[config.mk]
export PLATFORM = sky130hd
export DESIGN_NAME = hex_dump_arbiter
export DESIGN_NICKNAME = d
export VERILOG_FILES = /design/src/rtl/hex_dump_arbiter.sv
export SDC_FILE = /design/constraint.sdc
export NUM_CORES = 1
export LEC_CHECK = 0
export CORE_AREA = 2 2 78 80
export DETAILED_ROUTE_END_ITERATION = 7
export DIE_AREA = 0 0 80 82
export GPL_ROUTABILITY_DRIVEN = 1
export PLACE_DENSITY = 0.89
export SETUP_SLACK_MARGIN = 0.2
export SYNTH_ARGS = -nofsm -noshare
export SYNTH_HDL_FRONTEND = slang
export SYNTH_SLANG_ARGS = --single-unit
export TNS_END_PERCENT = 50
[constraint.sdc]
create_clock -name clk -period 5 [get_ports clk]
set_clock_uncertainty 0.1 [all_clocks]
set_input_delay 1 -clock clk [delete_from_list [all_inputs] [get_ports clk]]
set_output_delay 1 -clock clk [all_outputs]
set_load 0.05 [all_outputs]
[src/rtl/hex_dump_arbiter.sv]
// Two-port round-robin arbiter that serializes each accepted word as "<tag>:<hex digits><term>".
// Latency: accept at edge N, tag byte valid at N+1; one byte per cycle while out_ready is high.
// Backpressure: out_ready low holds out_byte/state; inputs are only accepted in IDLE.
// Optional: define HEX_DUMP_EOL_EN for a CR/LF terminator (default is a single space).
module hex_dump_arbiter #(
  parameter int         DIGITS = 8,
  parameter logic [7:0] TAG_A  = "A",
  parameter logic [7:0] TAG_B  = "B"
) (
  input  logic                clk,
  input  logic                reset,
  input  logic [4*DIGITS-1:0] a_data,
  input  logic                a_valid,
  output logic                a_ready,
  input  logic [4*DIGITS-1:0] b_data,
  input  logic                b_valid,
  output logic                b_ready,
  output logic [7:0]          out_byte,
  output logic                out_valid,
  input  logic                out_ready,
  output logic                busy
);

  localparam int W  = 4 * DIGITS;
  localparam int CW = (DIGITS > 1) ? $clog2(DIGITS) : 1;
  localparam logic [CW-1:0] CNT_INIT = CW'(DIGITS - 1);
  localparam logic [7:0] COLON_CHR = 8'h3a;
`ifdef HEX_DUMP_EOL_EN
  localparam logic [7:0] TERM_FIRST = 8'h0d;
  localparam logic [7:0] TERM_LAST  = 8'h0a;
`else
  localparam logic [7:0] TERM_FIRST = 8'h20;
`endif

  typedef enum logic [2:0] {IDLE, TAG, COLON, DIGIT, TERM} state_t;

  state_t        state_q;
  logic [W-1:0]  shift_q;
  logic          last_q;      // 1 = port B was served last
  logic [CW-1:0] cnt_q;
  logic [7:0]    out_byte_q;
  logic          out_valid_q;
`ifdef HEX_DUMP_EOL_EN
  logic          eol_idx_q;   // 0 = CR on the wire, 1 = LF on the wire
`endif

  logic          idle;
  logic          a_grant;
  logic          b_grant;
  logic          xfer;
  logic [7:0]    digit_chr_d;
  logic [W-1:0]  shift_d;

  function automatic logic [7:0] hex_chr(input logic [3:0] n);
    hex_chr = (n < 4'd10) ? (8'h30 + {4'h0, n}) : (8'h57 + {4'h0, n});
  endfunction

  // Grant only in IDLE; on a tie the port not served last wins
  always_comb begin
    idle        = (state_q == IDLE);
    a_grant     = idle && a_valid && (!b_valid || last_q);
    b_grant     = idle && b_valid && (!a_valid || !last_q);
    xfer        = out_valid_q && out_ready;
    digit_chr_d = hex_chr(shift_q[W-1 -: 4]);
    shift_d     = shift_q << 4;
  end

  // Message sequencer: latch on grant, then advance one byte per sink transfer
  always_ff @(posedge clk or posedge reset) begin
    if (reset) begin
      state_q     <= IDLE;
      shift_q     <= '0;
      last_q      <= 1'b1;
      cnt_q       <= '0;
      out_byte_q  <= 8'h00;
      out_valid_q <= 1'b0;
`ifdef HEX_DUMP_EOL_EN
      eol_idx_q   <= 1'b0;
`endif
    end else begin
      case (state_q)
        IDLE: begin
          if (a_grant || b_grant) begin
            shift_q     <= a_grant ? a_data : b_data;
            out_byte_q  <= a_grant ? TAG_A : TAG_B;
            last_q      <= b_grant;
            cnt_q       <= CNT_INIT;
            out_valid_q <= 1'b1;
            state_q     <= TAG;
          end
        end
        TAG: begin
          if (xfer) begin
            out_byte_q <= COLON_CHR;
            state_q    <= COLON;
          end
        end
        COLON: begin
          if (xfer) begin
            out_byte_q <= digit_chr_d;
            shift_q    <= shift_d;
            state_q    <= DIGIT;
          end
        end
        DIGIT: begin
          if (xfer) begin
            if (cnt_q == '0) begin
              out_byte_q <= TERM_FIRST;
              state_q    <= TERM;
            end else begin
              out_byte_q <= digit_chr_d;
              shift_q    <= shift_d;
              cnt_q      <= cnt_q - CW'(1);
            end
          end
        end
        TERM: begin
          if (xfer) begin
`ifdef HEX_DUMP_EOL_EN
            if (!eol_idx_q) begin
              out_byte_q <= TERM_LAST;
              eol_idx_q  <= 1'b1;
            end else begin
              eol_idx_q   <= 1'b0;
              out_byte_q  <= 8'h00;
              out_valid_q <= 1'b0;
              state_q     <= IDLE;
            end
`else
            out_byte_q  <= 8'h00;
            out_valid_q <= 1'b0;
            state_q     <= IDLE;
`endif
          end
        end
        default: begin
          out_valid_q <= 1'b0;
          state_q     <= IDLE;
        end
      endcase
    end
  end

  assign a_ready   = a_grant;
  assign b_ready   = b_grant;
  assign out_byte  = out_byte_q;
  assign out_valid = out_valid_q;
  assign busy      = !idle;

endmodule
* Yosys cells after proc, flatten, opt, wreduce, memory -nomap -nowiden
Cells that the tools add are included.
** Cells by class
- $add $sub $neg :: 3
- Order comparisons :: 1
- Equality and inequality tests :: 11
- Multiplexer cells :: 29
- Bitwise gates (word level) :: 1
- Reductions and logical operators :: 24
** Operator list (count)
- $mux 32 :: 5
- $pmux 32 s3 :: 1
- $mux 8 :: 7
- $pmux 8 s5 :: 1
- $mux 3 :: 9
- $pmux 3 s5 :: 1
- $ne 2x2->1 const B :: 6
- $reduce_and 6->1 :: 2
- $add 7x4->8 const A :: 1
- $add 6x4->7 const A :: 1
- $eq 3x2->1 const B :: 2
- $logic_not 3->1 :: 2
- $pmux 3 s2 :: 1
- $logic_and 1x1->1 :: 5
- $reduce_and 5->1 :: 1
- $reduce_bool 5->1 :: 1
- $logic_not 1->1 :: 4
- $lt 4x4->1 const B :: 1
- $reduce_and 4->1 :: 1
- $eq 3x1->1 const B :: 1
- $eq 3x3->1 const B :: 1
- $logic_or 1x1->1 :: 3
- $pmux 1 s3 :: 1
- $reduce_and 3->1 :: 1
- other kinds (9) :: 10
** Storage, ports and cells
- Register bits after elaboration :: 48
- Input bits :: 69
- Output and inout port bits :: 12
- Logic and storage cells :: 75

* Longest topological paths before layout
Gate-level depths: netlist of run 1.
- Depth in word-level cells :: 6
- Gate-level depth with buffers :: 7
- Depth with buffers taken out :: 6

* Worst setup path after synthesis of run 1
Ideal clock, no wire load.
- Kind :: input to output
- From :: input b_valid
- To :: output a_ready
- Data arrival time :: 1.777 ns
- Required time :: 3.900 ns
- Setup slack :: 2.123 ns
- Stages on the path :: 5
- Path buffers :: 2
- Path through :: nand2b_1 -> nand3_1 -> buf_2 -> buf_6 -> inv_1
** On the way
- Longest elaborated chain between the ends :: 3
** RTL lines
- from (decl) :: RTL line 16 : input logic b_valid,
- $logic_not 1->1 :: RTL line 61 : a_grant = idle && a_valid && (!b_valid || last_q);
- $logic_or 1x1->1 :: RTL line 61
- $logic_and 1x1->1 :: RTL line 61
- to (decl) :: RTL line 14 : output logic a_ready,
Every way passes these cells.

* Worst setup path in the final report of run 1
- From :: input a_valid
- To :: output b_ready
** On the way
- Longest elaborated chain between the ends :: 3
** RTL lines
- from (decl) :: RTL line 13 : input logic a_valid,
- $logic_not 1->1 :: RTL line 62 : b_grant = idle && b_valid && (!a_valid || !last_q);
- $logic_or 1x1->1 :: RTL line 62
- $logic_and 1x1->1 :: RTL line 62
- to (decl) :: RTL line 17 : output logic b_ready,
Every way passes these cells.

==> results of run 1 <==
-- cell families (layout without fill, tap and decap cells) --
kind of cell | Yosys count | in the layout
simple gates | 67 | 67
compound gates | 65 | 65
mux | 62 | 62
flops | 47 | 47
buf+inv | 34 | 102
fa+ha+maj | 3 | 3
other cells | 1 | 1
xor+xnor | 1 | 1
-- cell usage in the layout (no fill, tap or decap), drive strengths merged, types with 2 or more instances in the layout --
| cell type | netlist | routed |
|---|---|---|
| clkdlybuf4s50 | 0 | 78 |
| mux2i | 60 | 60 |
| dfrtp | 46 | 46 |
| a31oi | 31 | 31 |
| nand2b | 29 | 29 |
| nand2 | 14 | 14 |
| inv | 11 | 11 |
| o21ai | 9 | 9 |
| nor2 | 7 | 7 |
| a21oi | 6 | 6 |
| clkbuf | 12 | 6 |
| nand3 | 5 | 5 |
| buf | 11 | 5 |
| nor3 | 4 | 4 |
| a21o | 3 | 3 |
| ha | 3 | 3 |
| and3 | 2 | 2 |
| o211ai | 2 | 2 |
| o2bb2ai | 2 | 2 |
| mux2 | 2 | 2 |
| nand3b | 2 | 2 |
-- sequential cells by signal (all words and copies together), names as in the netlist --
signal,flops
cnt_q,3
shift_q,32
last_q,1
out_byte,7
out_valid,1
state_q,3
-- metal layers --
metal  wire length, um  global-route usage (%)  vias to the layer above
met5                 0                       0                        -
met4                43                    3.56                        0
met3               318                    4.40                        7
met2              3190                    37.4                       68
met1              2610                    24.6                     1137
li1                  -                       -                     1139
-- metrics by stage --
step                      worst slack (ps)  power (mW)  std cells  hold slack, ps
after detailed placement              1370        1.62        415             374
after floorplan                       2120        1.39        280             341
after global routing                  1320        1.98        423             408
final                                 1370        1.84        423             397
after global placement                1400        1.57        415             356
after CTS                             1370        1.85        423             393
-- area by class of cell --
class,count,area (um^2)
fillers,466,2020
multi-input cells,199,1500
flip-flops and latches,47,1180
repair buffers,83,831
well taps,75,93.8
clock buffers,6,72.6
inverters,11,41.3
clock inverters,2,12.5
-- power by group --
group	switching [mW]	internal, mW
sequential	0.117	0.550
combinational	0.498	0.446
clock	0.127	0.0979
total	0.742	1.09
-- synthesized netlist by cell type (2+ instances only) --
cell type / n
a21o_1: 3
a21oi_1: 6
a31oi_1: 31
and3_1: 2
buf_2: 4
buf_6: 6
clkbuf_1: 12
dfrtp_1: 46
ha_1: 3
inv_1: 11
mux2_2: 2
mux2i_1: 60
nand2_1: 14
nand2b_1: 29
nand3_1: 5
nor2_1: 7
nor3_1: 3
o211ai_1: 2
o21ai_0: 9
o2bb2ai_1: 2
-- path summary, 6_finish.rpt --
check | end | slack, ps | cells past startpoint
max | b_ready | 1370 | 4
min | out_byte[4]$_DFFE_PP0P_ | 400 | 1
max reg2reg | shift_q[29]$_DFFE_PP0P_ | 2500 | 6
min reg2reg | out_byte[4]$_DFFE_PP0P_ | 400 | 1
max in group asynchronous | out_byte[6]$_DFFE_PP0P_ | 3050 | 2
min in group asynchronous | shift_q[1]$_DFFE_PP0P_ | 1140 | 2
==> run summary, run 1 <==
Ports: 81
Yosys top cell by area: dfrtp_1
Period utilisation layout: 72.6%
GRT Total Usage: 20.3%
Area contributors post-synth: dfrtp_1, mux2i_1, a31oi_1, nand2b_1, buf_6
Synth Area in Compound Gates: 15.6%
WP data arrival: 2530 ps
Post-route DRC: 0
Initial antenna violation count: 0
Rows: 28
Detailed Place HPWL: 4.37 mm
Combinational family with the most area after synthesis: multiplexers
Routability cong.: 0.857
Clock Latency Late Sink: 300 ps
Setup crit start: a_valid
Die X: 80 um
Synth Area in XOR/XNOR: 0.307%
ANT cells: 0
Fmax: 276 MHz
Placed cell areas: 3640 um^2
Vias per cell: 5.56
Max Slew Vio Count: 0
Post-CTS setup buffer count: 0
Post-synthesis cell type count: 43
CTS tree: done
Final core occ: 64.9%
Adder-Cell Fraction of Synth Area: 1.32%
Count of nets after finishing: 419
Area growth syn-to-layout: 30.7%
Mux share of post-synthesis cell area: 21.9%
Run status: complete, no violations
Sequential share of the synthesized area: 41.3%
First-pass GRT wire length: 10.5 mm
Total CTS buffers: 5
CP delay by family, top: buffers and inverters
Yosys warnings: 0
Layout cell share with drive strength beyond 1: 5.75%
Maximum number of pins on one net before global-route repair: 48
Endpoint class of the critical path: output port
RSZ-0062 raised after global routing: false
Seq cells post-synth: 47
DR WL/cell: 14.6 um
Maximum Capacitance Violations: 0
Die H: 82 um
Synthesized area per cell: 10.2 um^2
H-tree depth: 2
Type of origin of the critical path: primary input
CTS Sinks: 47
Min-delay src: out_byte[4]$_DFFE_PP0P_
Crit path time final: 3630 ps
Crit path buf inv count: 2
Worst relative slew slack: 23.4%
Post-synth EDFFs: 0
Hold Buf Count CTS: 0
PortBufs: 79
Hold Crit Class: reg2reg
DR pass1 iterations: 4
Synthesized cell area: 2850 um^2
Resized cells post-CTS: 0
Root Buffer: clkbuf_8
# setup viols final: 0
Highest-delay cell along the critical path: clkdlybuf4s50_1
Top_reg_cell synth: dfrtp_1
Slew @ Worst Pin: 1150 ps
Critical path's largest stage delay: 810 ps
Pwr Density: 493 nW/um^2
Vias in the first global route: 2342
Gate Count Post-Synth: 280
Final count of hold timing violations: 0
Routed vias: 2351
Share of the synthesized area in the top cell type: 40.4%
Routed WL: 6.16 mm
Synth Net Count: 352
Worst reg2reg startpoint: state_q[1]$_DFFE_PP0P_
Core ar.: 5750 um^2
Crit-path cells: clkdlybuf4s50_1 -> nand2_1 -> and3_1 -> clkdlybuf4s50_1
Initial Utilization: 49.6%
Most used cell, CP: clkdlybuf4s50_1
LEAKAGE: 1.90 nW
Async set-reset flop share out of synthesis: 100%
Crit Path Class: in2out
Post-Synth Simple-Gate Area: 13.1%
CP Max Fanout: 4
Clock tree buffer depth: 2
DRT iter0 DRCs: 246
WP data required: 3900 ps
DIE AREA: 6560 um^2
Post-route cell area: 3730 um^2
Clock-pin slew on the worst setup and hold paths: 80 ps
Fin Setup TNS: 0 ps
Max IR drop VDD: 0.273 mV
Global route total overflow: 0
ANT nets after route: 0
Power figures use the tool's default switching activity.
==> run 2: changes to the inputs <==
CORE_AREA = 2 2 81 83   (was 2 2 78 80)
DIE_AREA = 0 0 83 85   (was 0 0 80 82)
PLACE_DENSITY = 0.84   (was 0.89)
clock period = 3.6 ns   (was 5 ns; I/O delays follow)
==> run 2 against run 1 <==
- final area is 1.1% higher
- global-route usage is 2.7 points lower
- sequential power is 39% higher
- register-to-register slack worse by 1300 ps
- sequential cell count did not move
- worst setup slack got worse by 420 ps
- utilization down 4.1 points
- non-clock buffer count grew 2
- critical path depth unchanged
- total power grew 43%
- largest power group unchanged
==> run summary, run 2 (synthesis gave the netlist of run 1 again) <==
DR WL met2: 3.16 mm
H-tree depth: 2
Commonest non-fill, non-tap cell in the layout: clkdlybuf4s50_1
Max layer used: met4
ANT nets after route: 0
Crit path time final: 2650 ps
WP data arrival: 1830 ps
Vias in the first global route: 2298
Fin Setup TNS: 0 ps
Max IR drop VDD: 0.465 mV
ANT cells: 0
Period utilisation layout: 73.5%
Placed cell areas: 3670 um^2
WL met1: 2.72 mm
Max Slew Vio Count: 0
Critical Path End: busy
Routability cong.: 0.795
DIE AREA: 7060 um^2
Most frequent cells in the layout: clkdlybuf4s50_1, mux2i_1, dfrtp_1, a31oi_1, nand2b_1
Initial antenna violation count: 0
Area growth syn-to-layout: 32.2%
Placement Setup Slack: 784 ps
Clock-pin slew on the worst setup and hold paths: 90 ps
Rows: 29
Detailed Place HPWL: 4.39 mm
# setup viols final: 0
DRT iter0 DRCs: 149
CTS Sinks: 47
Worst reg2reg startpoint: state_q[1]$_DFFE_PP0P_
Core ar.: 6200 um^2
First-pass GRT wire length: 10.3 mm
RSZ-0062 raised after global routing: false
DR WL/cell: 14.6 um
Clock tree buffer depth: 2
Endpoint class of the critical path: output port
Total CTS buffers: 5
Total power: 2.62 mW
Post-CTS setup buffer count: 0
DR pass1 iterations: 5
Reg with most FFs: shift_q
Count of nets after finishing: 421
Root Buffer: clkbuf_8
Crit Path Class: reg2out
Maximum number of pins on one net before global-route repair: 48
Routed WL: 6.22 mm
Routed vias: 2299
Post-route DRC: 0
LEAKAGE: 1.92 nW
Worst relative slew slack: 35.0%
R2R depth: 6
Fmax: 378 MHz
Die X: 83 um
GRT Total Usage: 17.6%
Reg-to-Reg End: shift_q[15]$_DFFE_PP0P_
Initial Utilization: 46.0%
CP Max Fanout: 31
Clock Latency Late Sink: 300 ps
Max reg flops: 32
Hold Buf Count CTS: 0
Routed length on met3: 299 um
WP data required: 2780 ps
Final count of hold timing violations: 0
Setup crit start: state_q[2]$_DFFE_PP0P_
Slew @ Worst Pin: 974 ps
Ports: 81
PortBufs: 79
Non-Filler Instances: 426
Die H: 85 um
Run status: complete, no violations
Maximum Capacitance Violations: 0
Post-Place Cells: 419
CTS tree: done
Layout cell share with drive strength beyond 1: 6.59%
Post-route cell area: 3770 um^2
Resized cells post-CTS: 0
Fin Hold WS: 374 ps
Final setup margin: 953 ps
Hold Crit Class: reg2reg
R2R Setup Slk: 1220 ps
Type of origin of the critical path: flip-flop
Global route total overflow: 0
Vias per cell: 5.40
Min-delay src: shift_q[1]$_DFFE_PP0P_
Layout fillers: 515
Final core occ: 60.7%
Pwr Density: 696 nW/um^2
run 2: cell count changes in the layout (fill, tap and decap cells not counted), sizes merged:
cell,previous run,this run
clkdlybuf4s50,78,76
clkinv,1,0
clkinvlp,1,0
bufinv,0,1
buf,5,9
run 2: layer usage:
metal / GRT usage (%) / vias to the layer above
met5: 0 / -
li1: - / 1150
met2: 31.5 / 68
met4: 4.02 / 0
met1: 21.7 / 1077
met3: 4.09 / 4
run 2: cell type report:
type | instances | area, um^2 | area share [%]
Multi-Input combinational cell | 199 | 1500 | 39.7
Sequential cell | 47 | 1180 | 31.2
Timing Repair Buffer | 85 | 853 | 22.6
Tap cell | 77 | 96.3 | 2.56
Clock buffer | 6 | 72.6 | 1.93
Inverter | 11 | 41.3 | 1.10
Clock inverter | 1 | 30.0 | 0.797
run 2: worst max-delay path: stages (launching register included):
cell and delay (ps):
dfrtp_1 540, nor3_4 270, buf_4 370, inv_1 130, buf_4 210
run 2: how the worst min path moves through the flow:
stage / end / slack (ps) / cells after the start
finish: shift_q[1]$_DFFE_PP0P_ / 370 / 2
CTS: shift_q[1]$_DFFE_PP0P_ / 380 / 2
detailed placement: shift_q[1]$_DFFE_PP0P_ / 360 / 2
floorplan: shift_q[0]$_DFFE_PP0P_ / 340 / 2
global route: out_byte[4]$_DFFE_PP0P_ / 410 / 1
global placement: shift_q[1]$_DFFE_PP0P_ / 360 / 2
run 2: where the power goes:
group          total [mW]  internal [mW]  leakage (nW)  switching (mW)
Sequential          0.926          0.763         0.581           0.163
Clock               0.381          0.204        0.0513           0.177
Combinational        1.32          0.626          1.29           0.690
